==> src/rtl/smi_phy_monitor.sv <==
// Multi-PHY MDIO poller: walks NUM_PHY PHYs, reads status and vendor speed registers, publishes link/speed.
// Optional first-sweep autoneg restart write is compiled in with `define SMI_MON_INIT_EN.
module smi_phy_monitor #(
  parameter int unsigned NUM_PHY       = 2,
  parameter int unsigned PHY_ADDR_BASE = 0,
  parameter logic [4:0]  STAT_REG      = 5'd1,
  parameter logic [4:0]  SPD_REG       = 5'd31,
  parameter int unsigned PWRUP_CYC     = 3_000_000,
  parameter int unsigned POLL_CYC      = 50_000_000,
  parameter int unsigned TMO_CYC       = 65_535
) (
  input  logic                 clk,
  input  logic                 rst_n,
  output logic                 smi_req,
  output logic                 smi_wr,
  output logic [4:0]           smi_phy_addr,
  output logic [4:0]           smi_reg_addr,
  output logic [15:0]          smi_wdata,
  input  logic [15:0]          smi_rdata,
  input  logic                 smi_done,
  output logic [NUM_PHY-1:0]   link,
  output logic [2*NUM_PHY-1:0] speed,
  output logic [NUM_PHY-1:0]   status_chg,
  output logic [NUM_PHY-1:0]   smi_err,
  output logic                 busy
);

  localparam int unsigned CH_W    = (NUM_PHY > 1) ? $clog2(NUM_PHY) : 1;
  localparam logic [1:0]  SPD_UNK = 2'b11;

  typedef enum logic [3:0] {
    S_PWRUP, S_INIT_REQ, S_INIT_WAIT, S_STAT_REQ, S_STAT_WAIT,
    S_SPD_REQ, S_SPD_WAIT, S_UPDATE, S_NEXT, S_POLL_WAIT
  } state_e;

  state_e                 state_q, state_d;
  logic [31:0]            cnt_q, cnt_d;
  logic [CH_W-1:0]        ch_q, ch_d;
  logic                   pend_link_q, pend_link_d;
  logic [1:0]             pend_spd_q, pend_spd_d;
  logic [NUM_PHY-1:0]     link_q, link_d;
  logic [2*NUM_PHY-1:0]   speed_q, speed_d;
  logic [NUM_PHY-1:0]     chg_q, chg_d;
  logic [NUM_PHY-1:0]     err_q, err_d;
  logic                   req_q, req_d;
  logic [4:0]             phy_addr_q, phy_addr_d;
  logic [4:0]             reg_addr_q, reg_addr_d;
  logic                   busy_q, busy_d;
`ifdef SMI_MON_INIT_EN
  logic                   first_q, first_d;
  logic                   wr_q, wr_d;
  logic [15:0]            wdata_q, wdata_d;
`endif

  logic [4:0] ch_addr;
  logic       tmo_hit;
  logic       unused_rdata;

  assign ch_addr      = 5'(PHY_ADDR_BASE + 32'(ch_q));
  assign tmo_hit      = (cnt_q == 32'(TMO_CYC));
  assign unused_rdata = ^{smi_rdata[15:7], smi_rdata[3], smi_rdata[1:0]};

  // Next-state and next-output logic.
  always_comb begin
    state_d     = state_q;
    cnt_d       = cnt_q;
    ch_d        = ch_q;
    pend_link_d = pend_link_q;
    pend_spd_d  = pend_spd_q;
    link_d      = link_q;
    speed_d     = speed_q;
    chg_d       = '0;
    err_d       = err_q;
    req_d       = 1'b0;
    phy_addr_d  = phy_addr_q;
    reg_addr_d  = reg_addr_q;
`ifdef SMI_MON_INIT_EN
    first_d     = first_q;
    wr_d        = wr_q;
    wdata_d     = wdata_q;
`endif

    case (state_q)
      S_PWRUP: begin
        if (cnt_q == 32'(PWRUP_CYC - 1)) begin
          cnt_d = '0;
`ifdef SMI_MON_INIT_EN
          state_d = S_INIT_REQ;
`else
          state_d = S_STAT_REQ;
`endif
        end else begin
          cnt_d = cnt_q + 32'd1;
        end
      end
`ifdef SMI_MON_INIT_EN
      S_INIT_REQ: begin
        req_d      = 1'b1;
        phy_addr_d = ch_addr;
        reg_addr_d = 5'd0;
        wr_d       = 1'b1;
        wdata_d    = 16'h1340;
        cnt_d      = '0;
        state_d    = S_INIT_WAIT;
      end
      S_INIT_WAIT: begin
        if (smi_done) begin
          state_d = S_STAT_REQ;
        end else if (tmo_hit) begin
          err_d[ch_q] = 1'b1;
          pend_link_d = 1'b0;
          pend_spd_d  = SPD_UNK;
          state_d     = S_UPDATE;
        end else begin
          cnt_d = cnt_q + 32'd1;
        end
      end
`endif
      S_STAT_REQ: begin
        req_d      = 1'b1;
        phy_addr_d = ch_addr;
        reg_addr_d = STAT_REG;
`ifdef SMI_MON_INIT_EN
        wr_d       = 1'b0;
        wdata_d    = 16'h0;
`endif
        cnt_d      = '0;
        state_d    = S_STAT_WAIT;
      end
      S_STAT_WAIT: begin
        if (smi_done) begin
          if (smi_rdata[2]) begin
            state_d = S_SPD_REQ;
          end else begin
            pend_link_d = 1'b0;
            pend_spd_d  = SPD_UNK;
            state_d     = S_UPDATE;
          end
        end else if (tmo_hit) begin
          err_d[ch_q] = 1'b1;
          pend_link_d = 1'b0;
          pend_spd_d  = SPD_UNK;
          state_d     = S_UPDATE;
        end else begin
          cnt_d = cnt_q + 32'd1;
        end
      end
      S_SPD_REQ: begin
        req_d      = 1'b1;
        phy_addr_d = ch_addr;
        reg_addr_d = SPD_REG;
        cnt_d      = '0;
        state_d    = S_SPD_WAIT;
      end
      S_SPD_WAIT: begin
        if (smi_done) begin
          state_d = S_UPDATE;
          // Exactly one-hot codes are valid; anything else reads as link down.
          case (smi_rdata[6:4])
            3'b100:  begin pend_link_d = 1'b1; pend_spd_d = 2'b10;   end
            3'b010:  begin pend_link_d = 1'b1; pend_spd_d = 2'b01;   end
            3'b001:  begin pend_link_d = 1'b1; pend_spd_d = 2'b00;   end
            default: begin pend_link_d = 1'b0; pend_spd_d = SPD_UNK; end
          endcase
        end else if (tmo_hit) begin
          err_d[ch_q] = 1'b1;
          pend_link_d = 1'b0;
          pend_spd_d  = SPD_UNK;
          state_d     = S_UPDATE;
        end else begin
          cnt_d = cnt_q + 32'd1;
        end
      end
      S_UPDATE: begin
        link_d[ch_q]                = pend_link_q;
        speed_d[{ch_q, 1'b0} +: 2]  = pend_spd_q;
        chg_d[ch_q] = (link_q[ch_q] != pend_link_q) ||
                      (speed_q[{ch_q, 1'b0} +: 2] != pend_spd_q);
        state_d = S_NEXT;
      end
      S_NEXT: begin
        if (ch_q == CH_W'(NUM_PHY - 1)) begin
          ch_d    = '0;
          cnt_d   = '0;
          state_d = S_POLL_WAIT;
`ifdef SMI_MON_INIT_EN
          first_d = 1'b0;
`endif
        end else begin
          ch_d    = ch_q + CH_W'(1);
`ifdef SMI_MON_INIT_EN
          state_d = first_q ? S_INIT_REQ : S_STAT_REQ;
`else
          state_d = S_STAT_REQ;
`endif
        end
      end
      S_POLL_WAIT: begin
        if (cnt_q == 32'(POLL_CYC - 1)) begin
          cnt_d   = '0;
          state_d = S_STAT_REQ;
        end else begin
          cnt_d = cnt_q + 32'd1;
        end
      end
      default: state_d = S_PWRUP;
    endcase

    busy_d = (state_d != S_PWRUP) && (state_d != S_POLL_WAIT);
  end

  always_ff @(posedge clk) begin
    if (!rst_n) begin
      state_q     <= S_PWRUP;
      cnt_q       <= '0;
      ch_q        <= '0;
      pend_link_q <= 1'b0;
      pend_spd_q  <= SPD_UNK;
      link_q      <= '0;
      speed_q     <= '1;
      chg_q       <= '0;
      err_q       <= '0;
      req_q       <= 1'b0;
      phy_addr_q  <= '0;
      reg_addr_q  <= '0;
      busy_q      <= 1'b0;
`ifdef SMI_MON_INIT_EN
      first_q     <= 1'b1;
      wr_q        <= 1'b0;
      wdata_q     <= '0;
`endif
    end else begin
      state_q     <= state_d;
      cnt_q       <= cnt_d;
      ch_q        <= ch_d;
      pend_link_q <= pend_link_d;
      pend_spd_q  <= pend_spd_d;
      link_q      <= link_d;
      speed_q     <= speed_d;
      chg_q       <= chg_d;
      err_q       <= err_d;
      req_q       <= req_d;
      phy_addr_q  <= phy_addr_d;
      reg_addr_q  <= reg_addr_d;
      busy_q      <= busy_d;
`ifdef SMI_MON_INIT_EN
      first_q     <= first_d;
      wr_q        <= wr_d;
      wdata_q     <= wdata_d;
`endif
    end
  end

  assign smi_req      = req_q;
  assign smi_phy_addr = phy_addr_q;
  assign smi_reg_addr = reg_addr_q;
`ifdef SMI_MON_INIT_EN
  assign smi_wr       = wr_q;
  assign smi_wdata    = wdata_q;
`else
  assign smi_wr       = 1'b0;
  assign smi_wdata    = 16'h0;
`endif
  assign link         = link_q;
  assign speed        = speed_q;
  assign status_chg   = chg_q;
  assign smi_err      = err_q;
  assign busy         = busy_q;

endmodule
==> config.mk <==
export PLATFORM = sky130hd
export DESIGN_NAME = smi_phy_monitor
export DESIGN_NICKNAME = d
export VERILOG_FILES = /design/src/rtl/smi_phy_monitor.sv
export SDC_FILE = /design/constraint.sdc
export NUM_CORES = 1
export LEC_CHECK = 0
export CORE_ASPECT_RATIO = 0.6
export CORE_UTILIZATION = 25
export DETAILED_ROUTE_END_ITERATION = 7
export SYNTH_ARGS = -nofsm -noshare
export SYNTH_HDL_FRONTEND = slang
export SYNTH_SLANG_ARGS = --single-unit
==> constraint.sdc <==
create_clock -name clk -period 2.8 [get_ports clk]
set_clock_uncertainty 0.2 [all_clocks]
set_input_delay 0.42 -clock clk [delete_from_list [all_inputs] [get_ports clk]]
set_output_delay 0.42 -clock clk [all_outputs]
set_load 0.005 [all_outputs]
==> metrics.yaml, run 1 <==
outcome:
  status: "complete, no violations"
clocking:
  cts_made_buffers: 5
  cts-root-buf: "clkbuf_16"
  clkTransAtPathRegs_ns: 0.07
  clock_latency_ns: 0.30
  cts_resized: 0
  cts_tree: "yes"
  ctsHoldBuffers: 0
  clockBufferDepth: 2
  cts_setup_buffers: 0
  cts_sinks: 55
  htreeDepth: 2
timing:
  relSlewSlack_pct: 60.44
  fin_crit_ns: 2.599
  slew_violations: 0
  finalHoldViolCount: 0
  fin_crit_sh_pct: 92.83
  finalSetupViolations: 0
  worstMarginPinSlew_ns: 0.5916
  fin_setup_tns_ns: 0
  layout_setup_ws_ns: 0.2009
  rsz0062_at_grt: "false"
  hold_slack_ns: 0.2622
  fmax_mhz: 384.7
route:
  vias: 2843
  routedWlPerCell_um: 13.80
  vias_per_cell: 4.877
  drt_iter0_markers: 263
  drcViolationCount: 0
  drtAntennaViolNets: 0
  firstDrtPassIters: 4
  routed_wl_mm: 8.047
global_route:
  grt_pass1_vias: 2481
  globalRouteMet1Util_pct: 19.48
  grtUsageMet2_pct: 16.24
  grt_antenna_before_repair: 0
  grt_use_met3_pct: 3.299
  grt_usage_pct: 12.37
  grt_overflow: 0
  grt_pass1_wl_mm: 13.21
  grt_start_max_net_pins: 32
  grt_busiest_layer: "met1"
floorplan:
  start_util_pct: 26.23
  fp.dieH_um: 89.99
  die_w_um: 148.6
  core_region_area_um2: 12300
  ios: 58
  rows: 31
  die_area_um2: 13380
place:
  gp_congestion: 0.8418
  portBuffers: 24
  hpwl_mm: 6.100
  place_ws_ns: 0.2104
power:
  irDropWorstVdd_mv: 0.2824
  power.leakage_uw: 0.001281
  power.density_nw_per_um2: 407.5
setup_path:
  cp.required_ns: 2.78
  cp_max_fo: 31
  worstSetupStartpointType: "flip-flop"
  end_kind: "flip-flop"
  arrival_ns: 2.58
  crit_type: "reg2reg"
synthesis:
  synth_top_area_share_pct: 34.13
  postSynthAreaPerCell_um2: 8.250
  synth_cell_types: 56
  synth_area_um2: 3226
  yosysSeqAreaShare_pct: 34.13
  ys_warn_count: 0
  ys_async_sr_fraction_pct: 0
  synth_edf_count: 0
  netlist_instances: 391
  synth-seq-cells: 55
  synth_flop_cell: "dfxtp_1"
  synth_area_leaders: "dfxtp_1 (34%), xnor2_1 (8.1%), buf_4 (5.8%)"
  yosysTopAreaCell: "dfxtp_1"
flow_run:
  max_cap_viol_count: 0
cells_and_area:
  diodes: 0
  fin_nets: 438
  syn_to_final_growth_pct: 17.42
  layout-drive-gt1-share_pct: 10.53
min_path:
  hold_class: "reg2reg"
==> state kept, by name, indices dropped and copies added, names as in the netlist, 2 cells and up <==
signal,cells
speed,4
status_chg,2
link,2
smi_reg_addr,2
pend_spd_q,2
state_q,4
cnt_q,32
smi_err,2
==> cells in the final DEF, fill, tap and decap left out, types with 3 or more instances in the layout <==
cell and n:
a21oi_1 7, a21oi_2 5, a31oi_1 4, and2_1 3
and3_1 4, buf_4 21, clkbuf_16 5, clkdlybuf4s50_1 24
conb_1 21, dfxtp_1 55, inv_1 5, mux2i_1 10
nand2_1 28, nand3_1 16, nand4_1 18, nor2_1 48
nor2b_1 9, nor3_1 27, nor4_1 7, nor4_4 3
o21a_1 3, o21ai_0 13, o31ai_1 5, or3_1 3
or4_1 4, xnor2_1 30
==> synthesized netlist by cell type, types with 2 or more instances <==
cell type and number:
o21a_1 3, nand3b_1 2, and3_1 4, o211ai_1 2, nand4b_1 2, nand2_1 28
xor2_1 2, o31ai_1 5, nor2b_1 9, or4_1 4, and2_1 3, o32ai_1 2
mux2i_1 10, nor2_1 48, a21oi_2 5, buf_6 3, nor4_4 3, inv_1 5
nor3_1 27, buf_4 25, buf_2 5, or3_1 3, nand2b_1 2, nand3_1 16
nor4b_1 2, a31oi_1 4, nand4_1 18, dfxtp_1 55, a21oi_1 7, o211a_1 2
nor3b_1 2, xnor2_1 30, o21ai_0 13, nor4_1 7, clkbuf_1 12
==> stage by stage <==
stage,instances,total power [uW],util [%],cell area (um2)
floorplan,411,865.3,-,3301
global placement,576,864.6,29.51,3628
detailed placement,576,866.1,29.51,3628
CTS,583,1562,30.80,3787
global route,583,1599,30.80,3787
finish,583,1543,30.80,3787
==> worst max-delay path, stage by stage, from the launching register on <==
cell     delay (ns)
dfxtp_1        0.39
ha_1           0.20
inv_1          0.08
or4_4          0.58
nor4_4         0.34
o22ai_1        0.16
o31ai_4        0.23
buf_12         0.23
nor2_1         0.08
==> report_power, final <==
group	internal (uW)	switching [uW]	leakage, uW
registers	786	4.46	0.000444
logic	24.2	33.8	0.000760
clock network	418	277	0.0000769
total	1230	315	0.00128
==> worst paths after layout <==
check | to | from | slack (ns) | cells past startpoint
worst max-delay path | cnt_q[13] | cnt_q[0] | 0.20 | 8
worst min-delay path | smi_reg_addr[0] | smi_reg_addr[0] | 0.26 | 1
worst max register to register | cnt_q[13] | cnt_q[0] | 0.20 | 8
worst min register to register | smi_reg_addr[0] | smi_reg_addr[0] | 0.26 | 1
==> layout make-up <==
cell class,count,area [um2]
Sequential cell,55,1101
Clock buffer,6,128.9
Multi-Input combinational cell,304,1881
Fill cell,1312,8508
Tap cell,165,206.4
Clock inverter,1,30.03
Timing Repair Buffer,46,417.9
Inverter,6,22.52
==> routing by layer <==
layer / share of wire [%] / vias to the layer above
li1: - / 1398
met1: 52 / 1341
met2: 39 / 97
met3: 8.2 / 7
met4: 0.61 / 0
met5: 0 / -
==> kinds of logic (layout without fill, tap and decap cells) <==
| logic type | after synthesis | after routing | synth area share [%] |
|---|---|---|---|
| AOI/OAI and AO/OA | 52 | 52 | 11.44 |
| xor gates and xnor gates | 32 | 32 | 8.689 |
| adders and majority gates | 1 | 1 | 0.3878 |
| buffers and inverters | 52 | 59 | 9.891 |
| DFF | 55 | 55 | 34.14 |
| muxes | 10 | 10 | 3.103 |
| other | 1 | 21 | 0.1163 |
| and+or+nand+nor | 188 | 188 | 32.23 |
Note: power is estimated with default switching activity, not from simulation.
==> run 2, diff against run 1 <==
--- a/config.mk
+++ b/config.mk
@@ -8,6 +8,8 @@
 export CORE_ASPECT_RATIO = 0.6
 export CORE_UTILIZATION = 25
 export DETAILED_ROUTE_END_ITERATION = 7
+export MAX_ROUTING_LAYER = met4
+export SLEW_MARGIN = 30
 export SYNTH_ARGS = -nofsm -noshare
 export SYNTH_HDL_FRONTEND = slang
 export SYNTH_SLANG_ARGS = --single-unit
==> metrics.yaml, run 2 (synthesis results as in run 1) <==
clocking:
  cts_tree: "yes"
  ctsHoldBuffers: 0
  cts_made_buffers: 5
  cts_setup_buffers: 0
  cts_resized: 0
  clock_latency_ns: 0.30
  clkTransAtPathRegs_ns: 0.07
  htreeDepth: 2
  cts_sinks: 55
  clockBufferDepth: 2
  cts-root-buf: "clkbuf_16"
power:
  power.density_nw_per_um2: 407.7
  internal_power_uw: 1228
  seqPwrFrac_pct: 51.2
  power_frac_comb_pct: 3.7
  power.leakage_uw: 0.001281
  swShare_pct: 20.48
  p_clk_share_pct: 45.1
  fin_total_pwr_uw: 1544
  p_sw_uw: 316.2
  irDropWorstVdd_mv: 0.2840
floorplan:
  die_area_um2: 13380
  start_util_pct: 26.23
  die_w_um: 148.6
  ios: 58
  rows: 31
  fp.dieH_um: 89.99
  core_region_area_um2: 12300
setup_path:
  cp.required_ns: 2.78
  cp_max_fo: 31
  end_kind: "flip-flop"
  crit_type: "reg2reg"
  arrival_ns: 2.57
  worstSetupStartpointType: "flip-flop"
min_path:
  hold_class: "reg2reg"
route:
  routedWlPerCell_um: 13.75
  drtAntennaViolNets: 0
  firstDrtPassIters: 4
  vias_per_cell: 4.887
  drt_iter0_markers: 277
  routed_wl_mm: 8.015
  vias: 2849
  drcViolationCount: 0
timing:
  fmax_mhz: 385.9
  worstMarginPinSlew_ns: 0.6051
  slew_violations: 0
  finalHoldViolCount: 0
  finalSetupViolations: 0
  layout_setup_ws_ns: 0.2090
  fin_crit_sh_pct: 92.54
  rsz0062_at_grt: "false"
  relSlewSlack_pct: 59.53
  fin_crit_ns: 2.591
  fin_setup_tns_ns: 0
cells_and_area:
  final_cells: 583
  largest_reg_flops: 32
  layout-drive-gt1-share_pct: 10.53
  diodes: 0
  syn_to_final_growth_pct: 17.42
  fin_nets: 438
  final_util_pct: 30.80
  layout_common_cells: "dfxtp_1 (55), nor2_1 (48), xnor2_1 (30)"
  final_common_cell: "dfxtp_1"
  regMostFlops: "cnt_q"
global_route:
  grt_antenna_before_repair: 0
  grt_usage_pct: 12.75
  grt_start_max_net_pins: 32
  grt_pass1_wl_mm: 13.24
  grt_pass1_vias: 2476
  grt_overflow: 0
place:
  hpwl_mm: 6.100
  portBuffers: 24
  gp_congestion: 0.8549
  post-place-cells: 576
  place_ws_ns: 0.2104
outcome:
  status: "complete, no violations"
flow_run:
  max_cap_viol_count: 0
==> run 2: cell counts in the layout (fill, tap and decap cells not counted) <==
Identical to the previous run, type by type.
==> run 2: layer usage <==
metal / GRT usage, % / wire length [um]
met4: 2.320 / 49
met5: - / 0
met3: 3.198 / 546
met1: 19.60 / 4325
met2: 16.24 / 3094
==> run 2: per-stage QoR <==
step / hold slack [ns] / instance area (um2)
4_1_cts: 0.2680 / 3787
5_1_grt: 0.3065 / 3787
2_1_floorplan: 0.2643 / 3301
3_5_place_dp: 0.2520 / 3628
6_report: 0.2634 / 3787
3_3_place_gp: 0.2512 / 3628
==> run 2: path summary, 6_finish.rpt <==
| kind | from | end | slack [ns] | cells past startpoint |
|---|---|---|---|---|
| max | cnt_q[0] | cnt_q[13] | 0.21 | 8 |
| min | smi_reg_addr[0] | smi_reg_addr[0] | 0.26 | 1 |
| max reg2reg | cnt_q[0] | cnt_q[13] | 0.21 | 8 |
| min reg2reg | smi_reg_addr[0] | smi_reg_addr[0] | 0.26 | 1 |
==> run 2: power groups by stage <==
stage	Combinational (uW)	Clock, uW	Sequential, uW
6_report	57.9	696	790
2_1_floorplan	58.1	0	807
3_5_place_dp	57.7	0	808
3_3_place_gp	56.6	0	808
5_1_grt	65.6	744	790
4_1_cts	57.9	714	790
==> run 2: layout make-up <==
class	instances	area, um2
fillers	1312	8508
multi-input cells	304	1881
flip-flops and latches	55	1101
repair buffers	46	417.9
well taps	165	206.4
clock buffers	6	128.9
clock inverters	1	30.03
inverters	6	22.52
==> run 2: critical path, cell delays in order, from the launching register on <==
cell	delay (ns)
dfxtp_1	0.39
ha_1	0.20
inv_1	0.08
or4_4	0.58
nor4_4	0.33
o22ai_1	0.16
o31ai_4	0.23
buf_12	0.23
nor2_1	0.08
